==> config.mk <==
export PLATFORM = sky130hd
export DESIGN_NAME = instruction_encoder
export DESIGN_NICKNAME = d
export VERILOG_FILES = /design/src/rtl/instruction_encoder.sv
export SDC_FILE = /design/constraint.sdc
export NUM_CORES = 1
export LEC_CHECK = 0
export BUFFER_PORTS_ARGS = -buffer_cell sky130_fd_sc_hd__buf_2
export CAP_MARGIN = 10
export CORE_ASPECT_RATIO = 0.9
export CORE_MARGIN = 2
export CORE_UTILIZATION = 57
export CTS_CLUSTER_SIZE = 40
export DETAILED_ROUTE_END_ITERATION = 8
export PLACE_DENSITY = 0.8
export SLEW_MARGIN = 30
export SYNTH_ARGS = -nofsm -noshare
export SYNTH_HDL_FRONTEND = slang
export SYNTH_SLANG_ARGS = --single-unit
==> constraint.sdc <==
create_clock -name clk -period 2.5 [get_ports clk]
set_input_delay 0.125 -clock clk [delete_from_list [all_inputs] [get_ports clk]]
set_output_delay 0.125 -clock clk [all_outputs]
set_load 0.005 [all_outputs]
==> src/rtl/instruction_encoder.sv <==
// instruction_encoder: packs symbolic instructions into 32-bit IR words and streams them to instruction memory
module instruction_encoder #(
    parameter int AW    = 8,
    parameter int DEPTH = 4
) (
    input  logic          clk,
    input  logic          rst_n,
    input  logic          start,
    input  logic [AW-1:0] base_addr,
    input  logic          in_valid,
    output logic          in_ready,
    input  logic          in_last,
    input  logic [4:0]    mnem,
    input  logic [4:0]    dr,
    input  logic [4:0]    sa,
    input  logic [4:0]    sb,
    input  logic [14:0]   imm,
    output logic          imem_we,
    input  logic          imem_gnt,
    output logic [AW-1:0] imem_addr,
    output logic [31:0]   imem_wdata,
    output logic          busy,
    output logic          done,
    output logic          err_illegal
);
    localparam int PW = $clog2(DEPTH);
    // field-use masks {dr, sa, sb, imm}
    localparam logic [3:0] F_R = 4'b1110, F_ST = 4'b0110, F_LD = 4'b1100;
    localparam logic [3:0] F_I = 4'b1101, F_B = 4'b0101, F_J = 4'b0100, F_N = 4'b0000;
    typedef enum logic [1:0] {IDLE, LOAD, DRAIN} state_t;
    state_t state_q, state_d;
    logic [31:0] mem_q [DEPTH];
    logic [PW:0] wptr_q, rptr_q;
    logic slot_v_q, err_q, done_q, done_d;
    logic [AW-1:0] addr_q;
    logic [31:0] data_q, enc;
    logic [6:0] op;
    logic [3:0] f;
    logic legal, full, empty, hs, push, pop, grant;

    // mnemonic table lookup: opcode plus which fields survive into the word
    always_comb begin
        op    = 7'b0;
        f     = F_N;
        legal = 1'b1;
        case (mnem)
            5'd0:  {op, f} = {7'b0000000, F_N};
            5'd1:  {op, f} = {7'b0000010, F_R};
            5'd2:  {op, f} = {7'b0000101, F_R};
            5'd3:  {op, f} = {7'b1100101, F_R};
            5'd4:  {op, f} = {7'b0001000, F_R};
            5'd5:  {op, f} = {7'b0001010, F_R};
            5'd6:  {op, f} = {7'b0001100, F_R};
            5'd7:  {op, f} = {7'b0000001, F_ST};
            5'd8:  {op, f} = {7'b0100001, F_LD};
            5'd9:  {op, f} = {7'b0100010, F_I};
            5'd10: {op, f} = {7'b0100101, F_I};
            5'd11: {op, f} = {7'b0101110, F_R};
            5'd12: {op, f} = {7'b0101000, F_I};
            5'd13: {op, f} = {7'b0101010, F_I};
            5'd14: {op, f} = {7'b0101100, F_I};
            5'd15: {op, f} = {7'b1100010, F_I};
            5'd16: {op, f} = {7'b1000000, F_R};
            5'd17: {op, f} = {7'b0110000, F_R};
            5'd18: {op, f} = {7'b0110001, F_R};
            5'd19: {op, f} = {7'b1100001, F_J};
            5'd20: {op, f} = {7'b0100000, F_B};
            5'd21: {op, f} = {7'b1100000, F_B};
            5'd22: {op, f} = {7'b1000100, F_B};
            5'd23: {op, f} = {7'b0000111, F_I};
            default: legal = 1'b0;
        endcase
    end

    assign enc = {op, f[3] ? dr : 5'd0, f[2] ? sa : 5'd0,
                  f[1] ? {sb, 10'd0} : (f[0] ? imm : 15'd0)};
    assign empty = wptr_q == rptr_q;
    assign full  = (wptr_q[PW] != rptr_q[PW]) && (wptr_q[PW-1:0] == rptr_q[PW-1:0]);
    assign in_ready = (state_q == LOAD) && !full;
    assign hs    = in_valid && in_ready;
    assign push  = hs && legal;
    assign grant = slot_v_q && imem_gnt;
    assign pop   = !empty && (!slot_v_q || imem_gnt);
    assign imem_we     = slot_v_q;
    assign imem_addr   = addr_q;
    assign imem_wdata  = data_q;
    assign busy        = state_q != IDLE;
    assign done        = done_q;
    assign err_illegal = err_q;

    // session control: drain ends once both FIFO and output slot are empty
    always_comb begin
        state_d = state_q;
        done_d  = 1'b0;
        case (state_q)
            IDLE:    state_d = start ? LOAD : IDLE;
            LOAD:    state_d = (hs && in_last) ? DRAIN : LOAD;
            DRAIN: begin
                state_d = (empty && !slot_v_q) ? IDLE : DRAIN;
                done_d  = empty && !slot_v_q;
            end
            default: state_d = IDLE;
        endcase
    end

    // state, sticky error flag and done pulse
    always_ff @(posedge clk or negedge rst_n) begin
        if (!rst_n) begin
            state_q <= IDLE;
            done_q  <= 1'b0;
            err_q   <= 1'b0;
        end else begin
            state_q <= state_d;
            done_q  <= done_d;
            if (state_q == IDLE && start) err_q <= 1'b0;
            else if (hs && !legal) err_q <= 1'b1;
        end
    end

    // FIFO storage needs no reset; the pointers define what is valid
    always_ff @(posedge clk) begin
        if (push) mem_q[wptr_q[PW-1:0]] <= enc;
    end

    // FIFO pointers, output slot and write address counter
    always_ff @(posedge clk or negedge rst_n) begin
        if (!rst_n) begin
            wptr_q   <= '0;
            rptr_q   <= '0;
            slot_v_q <= 1'b0;
            data_q   <= '0;
            addr_q   <= '0;
        end else begin
            if (push) wptr_q <= wptr_q + 1'b1;
            if (pop) rptr_q <= rptr_q + 1'b1;
            if (pop) begin
                slot_v_q <= 1'b1;
                data_q   <= mem_q[rptr_q[PW-1:0]];
            end else if (imem_gnt) begin
                slot_v_q <= 1'b0;
            end
            if (state_q == IDLE && start) addr_q <= base_addr;
            else if (grant) addr_q <= addr_q + 1'b1;
        end
    end
endmodule

Word level (Yosys, flattened, before mapping) --
Memory sizes are Yosys's and may differ from the RTL's. A register that Yosys moved wholly into a read port is not among the register bits. Cells that the tools add are included.
Word-level totals: bits in registers 19, memory bits (writable) 128, bits of input ports 49, output and inout port bits 45, logic and storage cells 85, memories kept 1
Memories:
- mem_q | words 4, bits a word 32, rd ports 1, clocked after memory_dff 1, wr ports 1, RTL line 32 | logic [31:0] mem_q [DEPTH];
Operators by class: $add $sub $neg 3, equal/unequal tests 28, mux-type cells 20, reduce and logical (&&, ||, !) cells 26
Operator list (count):
- 7-bit one-hot mux with 23 select lines | 1
- 5-bit by 4-bit == test with 1-bit output (second input constant) | 8
- 5-bit == test (second input constant) | 8
- 15-bit 2-to-1 mux | 2
- 4-bit one-hot mux with 6 select lines | 1
- 24-bit OR reduction | 1
- 5-bit by 3-bit == test with 1-bit output (second input constant) | 4
- 8-bit 2-to-1 mux | 2
- 5-bit by 2-bit == test with 1-bit output (second input constant) | 2
- 1-bit logical AND | 10
- 5-bit 2-to-1 mux | 2
- 10-bit OR reduction | 1
- 1-bit 2-to-1 mux | 9
- 8-bit by 1-bit adder with 8-bit output (second input constant) | 1
- 2-bit nonzero test | 4
- 7-bit OR reduction | 1
- 3-bit by 1-bit adder with 3-bit output (second input constant) | 2
- 2-bit one-hot mux with 3 select lines | 1
- 5-bit by 1-bit == test with 1-bit output (second input constant) | 1
- 1-bit logical NOT | 5
- 5-bit logical NOT | 1
- 2-bit 2-to-1 mux | 2
- 3-bit == test | 1
- 3-bit OR reduction | 1
- other kinds (6) | 6

Longest topological paths before layout --
Gate-level depths: netlist of the first run.
word-level depth 8, depth in mapped cells 6, mapped depth without buffers 5

Worst setup path before layout of the first run --
OpenSTA, ideal clock, no wires.
path type register to register, start reg rptr_q[0], end mem mem_q[2][0], enable pin, library setup time 392 ps, arrival 1936 ps, required time 2108 ps, path slack 172 ps, cell stages (with the launch flop) 5, buffers on the path 1, clock period less this slack 2328 ps, path through dfrtp_1 > buf_6 > xnor2_4 > a311oi_4 > and2_1
Between the ends: longest elaborated chain between the ends 8
Ends and longest elaborated chain:
- start: declaration | RTL line 33 | logic [PW:0] wptr_q, rptr_q;
- start signal: assignment | RTL line 135 | if (pop) rptr_q <= rptr_q + 1'b1;
- 2-bit == test | RTL line 78 | assign full = (wptr_q[PW] != rptr_q[PW]) && (wptr_q[PW-1:0] == rptr_q[PW-1:0]);
- 1-bit logical AND | RTL line 78
- 1-bit logical NOT | RTL line 79 | assign in_ready = (state_q == LOAD) && !full;
- 1-bit logical AND | RTL line 79
- 1-bit logical AND | RTL line 80 | assign hs = in_valid && in_ready;
- 1-bit logical AND | RTL line 81 | assign push = hs && legal;
- 1-bit 2-to-1 mux | RTL line 122 | if (push) mem_q[wptr_q[PW-1:0]] <= enc;
- 1-bit 2-to-1 mux (implied by the code) | RTL line 122
- end: declaration | RTL line 32
No other way between the ends.

Final worst setup path of the first run --
start reg wptr_q[2], end reg state_q[0]
Between the ends: longest elaborated chain between the ends 8
Ends and longest elaborated chain:
- start: declaration | RTL line 33
- start signal: assignment | RTL line 134 | if (push) wptr_q <= wptr_q + 1'b1;
- 1-bit != test | RTL line 78
- 1-bit logical AND | RTL line 78
- 1-bit logical NOT | RTL line 79
- 1-bit logical AND | RTL line 79
- 1-bit logical AND | RTL line 80
- 1-bit logical AND | RTL line 97 | LOAD: state_d = (hs && in_last) ? DRAIN : LOAD;
- 2-bit 2-to-1 mux | RTL line 97
- 2-bit one-hot mux with 3 select lines | RTL line 95 | case (state_q)
- via state_d[0] | RTL line 31 | state_t state_q, state_d;
- end signal: assignment | RTL line 113 | state_q <= state_d;
- end: declaration | RTL line 31
The timed path passes the listed nets, and every way through them passes these cells. A chain may end at the register's enable or synchronous reset.

==> results of run 1 <==
## power by group through the flow
stage / clock network [mW] / logic, mW / registers [mW]
after floorplan: 0 / 2.26 / 4.30
after global placement: 0 / 3.04 / 4.33
after detailed placement: 0 / 3.13 / 4.37
after CTS: 2.60 / 3.18 / 4.31
after global routing: 2.73 / 3.42 / 4.38
final: 2.56 / 3.12 / 4.31
## what timing repair did
item	4_1_cts	5_1_grt
hold endpoints to repair	25	0
resized for setup	0	0
setup buffers	0	0
hold buffers	11	0
## worst max-delay path: cells and delay by family, from the launching register on
kind	cells	cell delay (ps)
AO/OA/AOI/OAI	2	510
flip-flops	1	450
XOR/XNOR	1	430
buffers and inverters	1	580
## synth_stat cells (2+ instances only)
| master | instances |
|---|---|
| edfxtp_1 | 128 |
| dfrtp_1 | 51 |
| mux4_2 | 31 |
| mux2_2 | 26 |
| and2_1 | 25 |
| nand2_1 | 19 |
| o21ai_0 | 12 |
| a21oi_1 | 11 |
| xnor2_1 | 9 |
| inv_1 | 8 |
| nor2_1 | 7 |
| buf_6 | 6 |
| clkbuf_1 | 6 |
| ha_1 | 6 |
| a22o_1 | 5 |
| buf_2 | 5 |
| mux2_1 | 5 |
| nand3_1 | 5 |
| nor2b_1 | 5 |
| nor4_1 | 5 |
| or3_1 | 4 |
| xor2_1 | 4 |
| nor3_1 | 3 |
| a211oi_1 | 2 |
| a21o_1 | 2 |
| buf_4 | 2 |
| mux2_4 | 2 |
| mux2i_1 | 2 |
| nand2b_1 | 2 |
| o22ai_1 | 2 |
| xnor2_4 | 2 |
## flip-flops by register name, indices dropped and copies added (netlist names)
register     cells
mem_q          128
imem_wdata      32
imem_addr        8
rptr_q           3
wptr_q           3
state_q          2
done             1
err_illegal      1
imem_we          1
## final timing paths
path / from / to / slack, ps / cells after the start
max reg2reg: wptr_q[2] / state_q[0] / 460 / 4
min: sa[1] / mem_q[3][16] / 50 / 2
min reg2reg: imem_wdata[15] / imem_wdata[15] / 490 / 1
max in group asynchronous: rst_n / rptr_q[1] / 1710 / 3
min in group asynchronous: rst_n / imem_addr[7] / 150 / 2
max: wptr_q[2] / state_q[0] / 460 / 4
## stage by stage
step	instances	setup WS (ps)
floorplan	414	172.3
global placement	665	459.1
detailed placement	665	433.7
CTS	708	426.5
global route	708	325.8
finish	708	458.4
## routing by layer
layer	global-route usage, %	vias up	wire [um]
met1	29.58	2048	5782
met4	8.182	0	230
met3	5.789	22	929
met5	0	-	0
li1	-	1824	-
met2	34.32	144	6756
## layout by cell type (no fill, tap or decap), drive strengths merged, types with 2 or more instances in the layout
| cell | instances |
|---|---|
| a211oi | 2 |
| a21o | 2 |
| a21oi | 11 |
| a22o | 5 |
| a31oi | 2 |
| and2 | 26 |
| buf | 106 |
| clkbuf | 25 |
| clkinv | 3 |
| dfrtp | 51 |
| dlygate4sd3 | 11 |
| edfxtp | 128 |
| ha | 6 |
| inv | 10 |
| mux2 | 33 |
| mux2i | 2 |
| mux4 | 32 |
| nand2 | 19 |
| nand2b | 2 |
| nand3 | 5 |
| nor2 | 7 |
| nor2b | 5 |
| nor3 | 3 |
| nor4 | 5 |
| o21ai | 12 |
| o22ai | 2 |
| or3 | 4 |
| xnor2 | 11 |
| xor2 | 5 |
## cell families (layout without fill, tap and decap cells)
logic type,after synthesis,count (layout)
adder cells (fa/ha/maj),6,6
AO/OA/AOI/OAI,39,39
flip-flops,179,179
multiplexers,67,67
buffers and inverters,27,157
XOR/XNOR,16,16
AND/OR/NAND/NOR,80,80
## layout make-up
class / count / area [um^2]
flip-flops and latches: 179 / 5122
repair buffers: 117 / 685.7
well taps: 164 / 205.2
clock buffers: 25 / 506.7
multi-input cells: 208 / 2091
inverters: 8 / 30.03
clock inverters: 7 / 71.32
fillers: 805 / 3926
==> results.sh, run 1 <==
export IMPL_fin_util_pct=68.93
export IMPL_min_path_type="in -> reg"
export IMPL_synth_edf_count=128
export IMPL_synth_seq_cells=179
export IMPL_grt_overflow=0
export IMPL_grt_total_usage_pct=21.83
export IMPL_synth_top_cell_by_area="edfxtp_1"
export IMPL_initial_core_util_pct=58.29
export IMPL_antenna_found_initial=0
export IMPL_avgRoutedWirePerCell_um=19.35
export IMPL_status="finished clean"
export IMPL_layout_min_cycle_time_ps=2042
export IMPL_critPathMaxFanout=5
export IMPL_clk_latency_ps=430
export IMPL_cts_path_max_buffers=2
export IMPL_cts_tree="yes"
export IMPL_place_congestion=0.7732
export IMPL_dpl_instance_area_um2=8024
export IMPL_htreeDepth=4
export IMPL_grt_pass1_wl_mm=22.07
export IMPL_muxShareOfSynthArea_pct=15.25
export IMPL_synth_top_family_by_area="multiplexers"
export IMPL_slew_viol_final=0
export IMPL_worst_slew_pin_slew_ps=690.1
export IMPL_first_pass_iters=4
export IMPL_via_count=4038
export IMPL_cp_start_kind="flip-flop"
export IMPL_clock_fmax_mhz=489.8
export IMPL_setup_viol=0
export IMPL_antenna_left=0
export IMPL_clock_sinks=179
export IMPL_syn_to_final_growth_pct=18.26
export IMPL_dieArea_um2=13850
export IMPL_power_frac_seq_pct=43.1
export IMPL_cts_buffers=17
export IMPL_rows=39
export IMPL_routed_via_density=5.703
export IMPL_first_iter_violations=230
export IMPL_drc=0
export IMPL_tns_ps=0
export IMPL_cp_data_arrival_time_ps=2400
export IMPL_synth_compound_area_share_pct=3.702
export IMPL_synth_seq_area_share_pct=69.50
export IMPL_synthAdderAreaFrac_pct=1.019
export IMPL_ir_worst_vdd_mv=0.7325
export IMPL_grt_pass1_vias=4246
export IMPL_p_per_area_nw_per_um2=1146
export IMPL_leakagePower_nw=3.288
export IMPL_cpMaxStageDelayCell="dlygate4sd3_1"
export IMPL_fin_nets=586
export IMPL_p_clk_share_pct=25.6
export IMPL_hpwl_mm=8.712
export IMPL_switchingPower_mw=2.910
export IMPL_period_share_pct=81.67
export IMPL_die_height_um=111.9
export IMPL_synth_warnings=0
export IMPL_fin_area_um2=8712
export IMPL_p_int_mw=7.075
export IMPL_ys_types=43
export IMPL_synth_top_cell_area_share_pct=52.17
export IMPL_whs_ps=54.91
export IMPL_p_sw_share_pct=29.14
export IMPL_syn_area_per_cell_um2=17.79
export IMPL_synth_area_leaders="edfxtp_1 (52%), dfrtp_1 (17%), mux4_2 (9.5%)"
export IMPL_critPathKind="reg -> reg"
export IMPL_cp_end_kind="flip-flop"
export IMPL_crit_chain="xor2_1 -> a31oi_1 -> a211oi_1 -> dlygate4sd3_1"
export IMPL_synth_fp_nets=469
export IMPL_grt_start_max_net_pins=36
export IMPL_core_area_um2=12640
export IMPL_synthXorXnorAreaFrac_pct=2.514
export IMPL_cp_slowest_stage_delay_ps=580
export IMPL_root_buffer="clkbuf_16"
export IMPL_yosys_area_share_simple_pct=5.842
export IMPL_clock_skew_ps=9.106
export IMPL_synthFlopType="edfxtp_1"
export IMPL_maxCapViolCount=0
export IMPL_cts_reportedPaths_clkPinSlew_ps=60
export IMPL_die_w_um=123.8
export IMPL_synth_cells=414
export IMPL_crit_required_ps=2860
export IMPL_combPwrFrac_pct=31.2
export IMPL_ios=94
export IMPL_wirelength_mm=13.70
export IMPL_async_reset_ff_share_pct=28.49
export IMPL_hold_violations=0
export IMPL_num_antenna_cells=0
export IMPL_rsz0062_at_grt="false"
export IMPL_relSlewSlack_pct=53.99
export IMPL_drive_gt1_share_pct=37.68
export IMPL_place_port_buffers=93
export IMPL_netlist_area_um2=7367
export IMPL_total_power_mw=9.985
(Power assumes the default switching activity.)
==> run 2: changes to the inputs <==
--- a/config.mk
+++ b/config.mk
@@ -9,10 +9,10 @@
 export CAP_MARGIN = 10
 export CORE_ASPECT_RATIO = 0.9
 export CORE_MARGIN = 2
-export CORE_UTILIZATION = 57
+export CORE_UTILIZATION = 52
 export CTS_CLUSTER_SIZE = 40
 export DETAILED_ROUTE_END_ITERATION = 8
-export PLACE_DENSITY = 0.8
+export PLACE_DENSITY = 0.77
 export SLEW_MARGIN = 30
 export SYNTH_ARGS = -nofsm -noshare
 export SYNTH_HDL_FRONTEND = slang
==> constraint.sdc (replaced) <==
create_clock -name clk -period 1.7 [get_ports clk]
set_input_delay 0.085 -clock clk [delete_from_list [all_inputs] [get_ports clk]]
set_output_delay 0.085 -clock clk [all_outputs]
set_load 0.005 [all_outputs]
==> run 2 against run 1 <==
  * The run now ends with setup timing left
  * Clock-buffer cell count fell by 6
  * Clock skew is essentially flat
  * Sequential share of layout area down 3.6 points
  * Fmax is 15% higher
  * Critical path depth unchanged
  * Non-clock buffer count grew 38
  * Critical path type unchanged
  * Critical endpoint is now mem_q[1][15]
  * Largest cell class unchanged
  * Highest routed layer unchanged
==> results.sh, run 2 (same netlist as run 1, synthesis figures left out) <==
export IMPL_fin_nets=624
export IMPL_initial_core_util_pct=52.80
export IMPL_dieArea_um2=15140
export IMPL_first_pass_iters=5
export IMPL_num_antenna_cells=0
export IMPL_period_share_pct=104.2
export IMPL_antenna_found_initial=0
export IMPL_grt_overflow=0
export IMPL_routed_via_density=5.423
export IMPL_via_count=4203
export IMPL_first_iter_violations=230
export IMPL_ios=94
export IMPL_clk_latency_ps=430
export IMPL_cts_buffers=17
export IMPL_layout_commonest_cell="edfxtp_1"
export IMPL_antenna_left=0
export IMPL_root_buffer="clkbuf_16"
export IMPL_setup_ws_ps=-71.69
export IMPL_grt_pass1_wl_mm=22.99
export IMPL_cp_data_arrival_time_ps=1900
export IMPL_grt_total_usage_pct=20.93
export IMPL_place_port_buffers=93
export IMPL_status="finished, violations left"
export IMPL_cts_path_max_buffers=2
export IMPL_slew_viol_final=0
export IMPL_cts_reportedPaths_clkPinSlew_ps=60
export IMPL_post_place_ws_ps=-57.47
export IMPL_largest_reg_flops=128
export IMPL_syn_to_final_growth_pct=25.93
export IMPL_clock_sinks=179
export IMPL_min_path_type="in -> reg"
export IMPL_place_congestion=0.7877
export IMPL_worst_slew_pin_slew_ps=485.9
export IMPL_cp_end_kind="flip-flop"
export IMPL_hpwl_mm=9.672
export IMPL_die_w_um=129.5
export IMPL_leakagePower_nw=3.556
export IMPL_clock_skew_ps=8.744
export IMPL_fin_area_um2=9278
export IMPL_core_area_um2=13950
export IMPL_fin_util_pct=66.49
export IMPL_ir_worst_vdd_mv=0.9269
export IMPL_p_per_area_nw_per_um2=1722
export IMPL_cp_start_kind="flip-flop"
export IMPL_crit_required_ps=1830
export IMPL_hold_violations=0
export IMPL_maxCapViolCount=0
export IMPL_violations="setup timing"
export IMPL_layout_min_cycle_time_ps=1772
export IMPL_dpl_instance_area_um2=8399
export IMPL_htreeDepth=4
export IMPL_clock_fmax_mhz=564.4
export IMPL_die_height_um=116.9
export IMPL_cts_tree="yes"
export IMPL_rsz0062_at_grt="true"
export IMPL_drc=0
export IMPL_avgRoutedWirePerCell_um=19.92
export IMPL_tns_ps=-7396
export IMPL_layout_common_cells="edfxtp_1 (128), buf_2 (93), dfrtp_1 (47), mux4_2 (32)"
export IMPL_reg2reg_slack_ps=-70
export IMPL_critPathMaxFanout=15
export IMPL_whs_ps=19.41
export IMPL_wirelength_mm=15.44
export IMPL_drive_gt1_share_pct=42.44
export IMPL_critPathKind="reg -> reg"
export IMPL_grt_pass1_vias=4297
export IMPL_n_fill_cell=957
export IMPL_rows=41
export IMPL_relSlewSlack_pct=67.26
export IMPL_setup_viol=154
export IMPL_grt_start_max_net_pins=52
==> run 2: changes by cell type in the layout (fill, tap and decap cells not counted), sizes merged <==
cell    change
inv         -2
clkinv      +8
clkbuf      -2
buf        +34
==> run 2: cell type report <==
type	count	area [um^2]	share of cell area, %
Sequential cell	179	5125	55.24
Tap cell	193	241.5	2.603
Clock inverter	13	93.84	1.011
Inverter	8	30.03	0.3237
Clock buffer	19	432.9	4.666
Multi-Input combinational cell	208	2113	22.78
Timing Repair Buffer	155	1241	13.38
==> run 2: critical path, cell delays in order, from the launching register on <==
cell	delay [ps]
dfrtp_1	380
nand3b_1	240
a311oi_4	420
and2_4	270
buf_12	160
==> run 2: per-layer routing <==
metal,GRT usage [%],part of all wire [%],vias up
li1,-,-,1896
met3,5.000,6.6,15
met5,0,0,-
met2,34.56,51,157
met4,8.100,1.3,0
met1,27.44,41,2135
==> run 2: final timing paths <==
kind,start,to,cells past startpoint
min,dr[1],mem_q[0][21],2
max reg2reg,state_q[1],mem_q[1][15],4
max in group asynchronous,rst_n,rptr_q[1],3
max,state_q[1],mem_q[1][15],4
min reg2reg,imem_wdata[2],imem_wdata[2],1
min in group asynchronous,rst_n,imem_wdata[5],3
==> run 2: repair_timing <==
item | 4_1_cts | 5_1_grt
hold endpoints to repair | 61 | 0
resized for setup | 10 | 14
buffers inserted | 1 | 4
pin swaps | 6 | 7
endpoints found under the setup margin | 151 | 163
cloned | 0 | 5
hold buffers | 11 | 0
==> run 2: where the power goes <==
| part | total (mW) | switching, mW | internal [mW] | leakage (nW) |
|---|---|---|---|---|
| clock | 3.49 | 1.52 | 1.98 | 0.258 |
| combinational | 6.15 | 2.65 | 3.51 | 1.52 |
| sequential | 6.33 | 0.568 | 5.76 | 1.78 |
| total | 16.0 | 4.73 | 11.3 | 3.56 |
==> run 2: through the flow <==
| stage | total power [mW] | instances |
|---|---|---|
| 2_1_floorplan | 9.665 | 414 |
| 3_3_place_gp | 11.44 | 722 |
| 3_5_place_dp | 11.65 | 722 |
| 4_1_cts | 15.32 | 766 |
| 5_1_grt | 16.78 | 775 |
| 6_report | 15.98 | 775 |
